`src/rtl/fetch_sequencer_if.sv`:
```
// Memory read bus and instruction issue bus between the fetch sequencer and its
// neighbours. The sequencer is the master; the memory/core side is the slave.
interface fetch_sequencer_if #(
    parameter int N      = 16,
    parameter int ADDR_W = 8
);
    logic [ADDR_W-1:0] mem_addr;
    logic              mem_rd;
    logic              mem_valid;
    logic [N-1:0]      mem_data;
    logic [N-1:0]      inst;
    logic              inst_valid;

    modport master (
        output mem_addr, mem_rd, inst, inst_valid,
        input  mem_valid, mem_data
    );

    modport slave (
        input  mem_addr, mem_rd, inst, inst_valid,
        output mem_valid, mem_data
    );
endinterface

```
`src/rtl/fetch_sequencer.sv`:
```
// Instruction fetch/issue controller: walks pc over program memory, issues each
// word as a one-cycle strobe, stops on HALT. Define FETCH_STEP_EN for single-step mode.
module fetch_sequencer #(
    parameter int             N       = 16,
    parameter int             ADDR_W  = 8,
    parameter int             OPW     = 4,
    parameter logic [OPW-1:0] HALT_OP = 4'hF
) (
    input  logic              clk,
    input  logic              rst,
    input  logic              start,
`ifdef FETCH_STEP_EN
    input  logic              step,
`endif
    fetch_sequencer_if.master bus,
    output logic [ADDR_W-1:0] pc,
    output logic              busy,
    output logic              halted
);

`ifdef FETCH_STEP_EN
    typedef enum logic [2:0] {IDLE, FETCH, ISSUE, HALT, PAUSE} state_t;
`else
    typedef enum logic [1:0] {IDLE, FETCH, ISSUE, HALT} state_t;
`endif

    state_t            state;
    state_t            state_next;
    logic [ADDR_W-1:0] pc_next;
    logic [N-1:0]      inst_next;
    logic [OPW-1:0]    opcode;
    logic              word_ready;

    assign bus.mem_addr = pc;
    assign opcode       = bus.mem_data[N-1 -: OPW];
    assign word_ready   = bus.mem_rd && bus.mem_valid;

    always_comb begin
        state_next = state;
        pc_next    = pc;
        inst_next  = '0;
        case (state)
            IDLE: begin
                if (start) begin
                    state_next = FETCH;
                    pc_next    = '0;
                end
            end
            FETCH: begin
                // A HALT word leaves pc pointing at itself and is never issued.
                if (word_ready) begin
                    if (opcode == HALT_OP) begin
                        state_next = HALT;
                    end else begin
                        state_next = ISSUE;
                        inst_next  = bus.mem_data;
                        pc_next    = pc + 1'b1;
                    end
                end
            end
            ISSUE: begin
`ifdef FETCH_STEP_EN
                state_next = PAUSE;
`else
                state_next = FETCH;
`endif
            end
`ifdef FETCH_STEP_EN
            PAUSE: begin
                if (step) begin
                    state_next = FETCH;
                end
            end
`endif
            HALT: begin
                if (start) begin
                    state_next = FETCH;
                    pc_next    = '0;
                end
            end
            default: begin
                state_next = IDLE;
            end
        endcase
    end

    // All outputs are registered from the next state, so inst is non-zero only
    // in the cycle that carries inst_valid.
    always_ff @(posedge clk) begin
        if (!rst) begin
            state          <= IDLE;
            pc             <= '0;
            bus.mem_rd     <= 1'b0;
            bus.inst       <= '0;
            bus.inst_valid <= 1'b0;
            busy           <= 1'b0;
            halted         <= 1'b0;
        end else begin
            state          <= state_next;
            pc             <= pc_next;
            bus.mem_rd     <= (state_next == FETCH);
            bus.inst       <= inst_next;
            bus.inst_valid <= (state_next == ISSUE);
`ifdef FETCH_STEP_EN
            busy           <= (state_next == FETCH) || (state_next == ISSUE) || (state_next == PAUSE);
`else
            busy           <= (state_next == FETCH) || (state_next == ISSUE);
`endif
            halted         <= (state_next == HALT);
        end
    end

endmodule

```
`src/flat_wrapper.sv`:
```
// flat-port wrapper written by rule: the top's interface ports become plain ports
module fetch_sequencer_flat 
#(
    parameter int             N       = 16,
    parameter int             ADDR_W  = 8,
    parameter int             OPW     = 4,
    parameter logic [OPW-1:0] HALT_OP = 4'hF
)
  (clk, rst, start, pc, busy, halted, bus_mem_addr, bus_mem_rd, bus_inst, bus_inst_valid, bus_mem_valid, bus_mem_data);
  fetch_sequencer_if #(.N(N), .ADDR_W(ADDR_W)) bus_i ();
  input  logic clk;
  input  logic rst;
  input  logic start;
  output logic [ADDR_W-1:0] pc;
  output logic busy;
  output logic halted;
  output wire logic [$bits(bus_i.mem_addr)-1:0] bus_mem_addr;
  output wire logic [$bits(bus_i.mem_rd)-1:0] bus_mem_rd;
  output wire logic [$bits(bus_i.inst)-1:0] bus_inst;
  output wire logic [$bits(bus_i.inst_valid)-1:0] bus_inst_valid;
  input wire logic [$bits(bus_i.mem_valid)-1:0] bus_mem_valid;
  input wire logic [$bits(bus_i.mem_data)-1:0] bus_mem_data;
  assign bus_mem_addr = bus_i.mem_addr;
  assign bus_mem_rd = bus_i.mem_rd;
  assign bus_inst = bus_i.inst;
  assign bus_inst_valid = bus_i.inst_valid;
  assign bus_i.mem_valid = bus_mem_valid;
  assign bus_i.mem_data = bus_mem_data;
  fetch_sequencer #(.N(N), .ADDR_W(ADDR_W), .OPW(OPW), .HALT_OP(HALT_OP)) u_core (.clk(clk), .rst(rst), .start(start), .bus(bus_i), .pc(pc), .busy(busy), .halted(halted));
endmodule
```
`config.mk`:
```
export PLATFORM = sky130hd
export DESIGN_NAME = fetch_sequencer_flat
export DESIGN_NICKNAME = d
export VERILOG_FILES = /design/src/rtl/fetch_sequencer_if.sv /design/src/rtl/fetch_sequencer.sv /design/src/flat_wrapper.sv
export SDC_FILE = /design/constraint.sdc
export NUM_CORES = 1
export LEC_CHECK = 0
export ABC_AREA = 1
export BUFFER_PORTS_ARGS = -buffer_cell sky130_fd_sc_hd__buf_4
export CORE_ASPECT_RATIO = 1.25
export CORE_MARGIN = 1.5
export CORE_UTILIZATION = 47
export CTS_CLUSTER_DIAMETER = 60
export DETAILED_ROUTE_END_ITERATION = 8
export PLACE_DENSITY = 0.78
export SLEW_MARGIN = 15
export SYNTH_ARGS = -nofsm -noshare
export SYNTH_HDL_FRONTEND = slang
export SYNTH_SLANG_ARGS = --single-unit
```
`constraint.sdc`:
```
create_clock -name clk -period 2.3 [get_ports clk]
set_input_delay 0.23 -clock clk [delete_from_list [all_inputs] [get_ports clk]]
set_output_delay 0.23 -clock clk [all_outputs]
set_load 0.02 [all_outputs]
```
==> flow_metrics.env <==
export IMPL_ctsHoldBuffers=0
export IMPL_grt_pass1_wl_mm=4.37
export IMPL_p_leak_nw=0.998
export IMPL_hpwl_mm=2.03
export IMPL_rsz0062_at_grt="false"
export IMPL_path_max_fanout=6
export IMPL_timing_final_max_slew_violations=0
export IMPL_clock_sinks=30
export IMPL_min_period_ps=1850
export IMPL_gp_congestion=0.745
export IMPL_fin_crit_sh_pct=80.6
export IMPL_crit_arrival_ps=2100
export IMPL_tightest_slew_ps=434
export IMPL_finalClockSkew_ps=6.52
export IMPL_area_growth_pct=30.2
export IMPL_drc=0
export IMPL_worstSkewPairLatency_ps=310
export IMPL_start_util_pct=50.2
export IMPL_num_rows=21
export IMPL_ctsLongestPathBuffers=2
export IMPL_place_inst=269
export IMPL_grt_overflow_total=0
export IMPL_synthTopCellsByArea="dfxtp_1, inv_1, nor2_1"
export IMPL_power_mw=1.27
export IMPL_crit_type="reg2reg"
export IMPL_hold_viol=0
export IMPL_post_synth_top_area_cell="dfxtp_1"
export IMPL_grt_start_max_net_pins=16
export IMPL_required_ps=2550
export IMPL_die_area_um2=3260
export IMPL_status="finished, final reports clean"
export IMPL_ant_nets=0
export IMPL_grt_usage_pct=18.1
export IMPL_dr_total_vias=1206
export IMPL_slew_headroom_pct=71.0
export IMPL_drtIter0Drc=19
export IMPL_wl_mm=2.61
export IMPL_dieHeight_um=63.4
export IMPL_path_clk_slew_ps=80
export IMPL_viasPerCell=4.37
export IMPL_die_x_um=51.3
export IMPL_seq_area_frac_synth_pct=43.8
export IMPL_root_buffer="clkbuf_4"
export IMPL_cts_buffers=5
export IMPL_final_cells=276
export IMPL_grt_pass1_vias=1130
export IMPL_setup_viol=0
export IMPL_core_area_um2=2730
export IMPL_ys_types=19
export IMPL_nNetsFinal=269
export IMPL_cp_end_kind="flip-flop"
export IMPL_fmax_mhz=539
export IMPL_cts_resized_gates=0
export IMPL_port_buffers=55
export IMPL_hp_class="in2reg"
export IMPL_ir_drop_mv=0.480
export IMPL_antenna_found_initial=0
export IMPL_cts_tree="done"
export IMPL_synth_nets=218
export IMPL_hold_slack_ps=109
export IMPL_powerDensity_nw_per_um2=713
export IMPL_wl_per_cell_um=9.45
export IMPL_cts_htree_levels=2
export IMPL_drtPass1Iterations=4
export IMPL_ys_ff_latch=30
export IMPL_nFillCells=257
export IMPL_synth_top_area_share_pct=43.8
export IMPL_syn_area_per_cell_um2=7.19
export IMPL_post_cts_buffers=0
export IMPL_synthCells=191
export IMPL_start_kind="flip-flop"
export IMPL_num_antenna_cells=0
export IMPL_final_core_util_pct=65.4
export IMPL_drive_gt1_share_pct=28.1
export IMPL_pin_count=56
export IMPL_synth_area_um2=1370
export IMPL_finalSetupTns_ps=0
export IMPL_cap_violations=0
export IMPL_synth_warning_count=0
==> metrics by stage <==
stage	setup slack, ps	area, um^2
CTS	427	1790
floorplan	604	1370
detailed placement	480	1740
global route	230	1790
global placement	516	1740
finish	446	1790
==> final cells by class <==
| class | instances | area (um^2) | area share [%] |
|---|---|---|---|
| tap | 34 | 42.5 | 2.38 |
| multi-input combinational | 107 | 524 | 29.3 |
| clock buffer | 7 | 45.0 | 2.52 |
| sequential | 30 | 601 | 33.6 |
| timing repair buffer | 55 | 413 | 23.1 |
| inverter | 43 | 161 | 9.03 |
==> placed cells by master (no fill, tap or decap), drive strengths merged <==
cell	instances
inv	43
buf	55
nor2	40
nor3	1
o21ai	6
nand2	38
ha	7
clkbuf	7
dfxtp	30
nand4	2
a21oi	7
nand3	6
==> state kept, by name, indices dropped and copies added (netlist names), named ones only <==
register,count
u_core.bus.inst,16
u_core.busy,1
u_core.bus.inst_valid,1
u_core.state,1
u_core.bus.mem_rd,1
u_core.halted,1
u_core.bus.mem_addr,8
==> kinds of logic (layout without fill, tap and decap cells) <==
logic type / Yosys count / after routing / synth area share [%]
buffers and inverters: 54 / 105 / 18.0
AOI/OAI and AO/OA: 13 / 13 / 5.01
DFF: 30 / 30 / 43.8
and+or+nand+nor: 87 / 87 / 26.8
adders and majority gates: 7 / 7 / 6.38
==> critical path: stages, from the launching register on <==
cell and delay (ps):
dfxtp_1 380, inv_1 70, ha_1 400, inv_2 110
nor2_4 120, inv_1 50, nor2_1 80, inv_1 40
nand2_1 100, inv_1 70, ha_1 280, nor2_1 100
==> worst paths after layout <==
check,startpoint,cells past startpoint,end,slack (ps)
max reg2reg,flip-flop,11,u_core.busy$_SDFF_PN0_,450
min reg2reg,u_core.bus.mem_addr[4]$_SDFFE_PN0P_,4,u_core.bus.mem_addr[4]$_SDFFE_PN0P_,550
min,bus_mem_data[12],3,u_core.bus.inst[12]$_SDFF_PP0_,110
max,flip-flop,11,u_core.busy$_SDFF_PN0_,450
==> where the power goes <==
part	switching [mW]	total [mW]	internal [mW]	leakage (nW)
combinational	0.245	0.409	0.164	0.729
clock	0.155	0.270	0.115	0.0254
sequential	0.0369	0.594	0.557	0.243
total	0.437	1.27	0.836	0.998
==> Yosys cell counts <==
cell     instances
buf_4           10
nand2_1         36
buf_6            1
inv_1           42
a21oi_2          1
dfxtp_1         30
nor2_4           2
o21ai_0          5
nor2_2           1
nor2_1          37
nand2_2          2
a21oi_1          6
inv_2            1
ha_1             7
nand3_1          5
nor3_1           1
nand3_2          1
nand4_1          2
o21ai_1          1
==> per-layer routing <==
metal,track usage [%],wire (um),vias to the layer above
met5,0,0,-
met4,9.87,70,0
met3,6.64,181,6
met2,31.3,1310,41
met1,18.3,1040,507
li1,-,-,652
No activity file was read; power rests on OpenSTA's default activity.
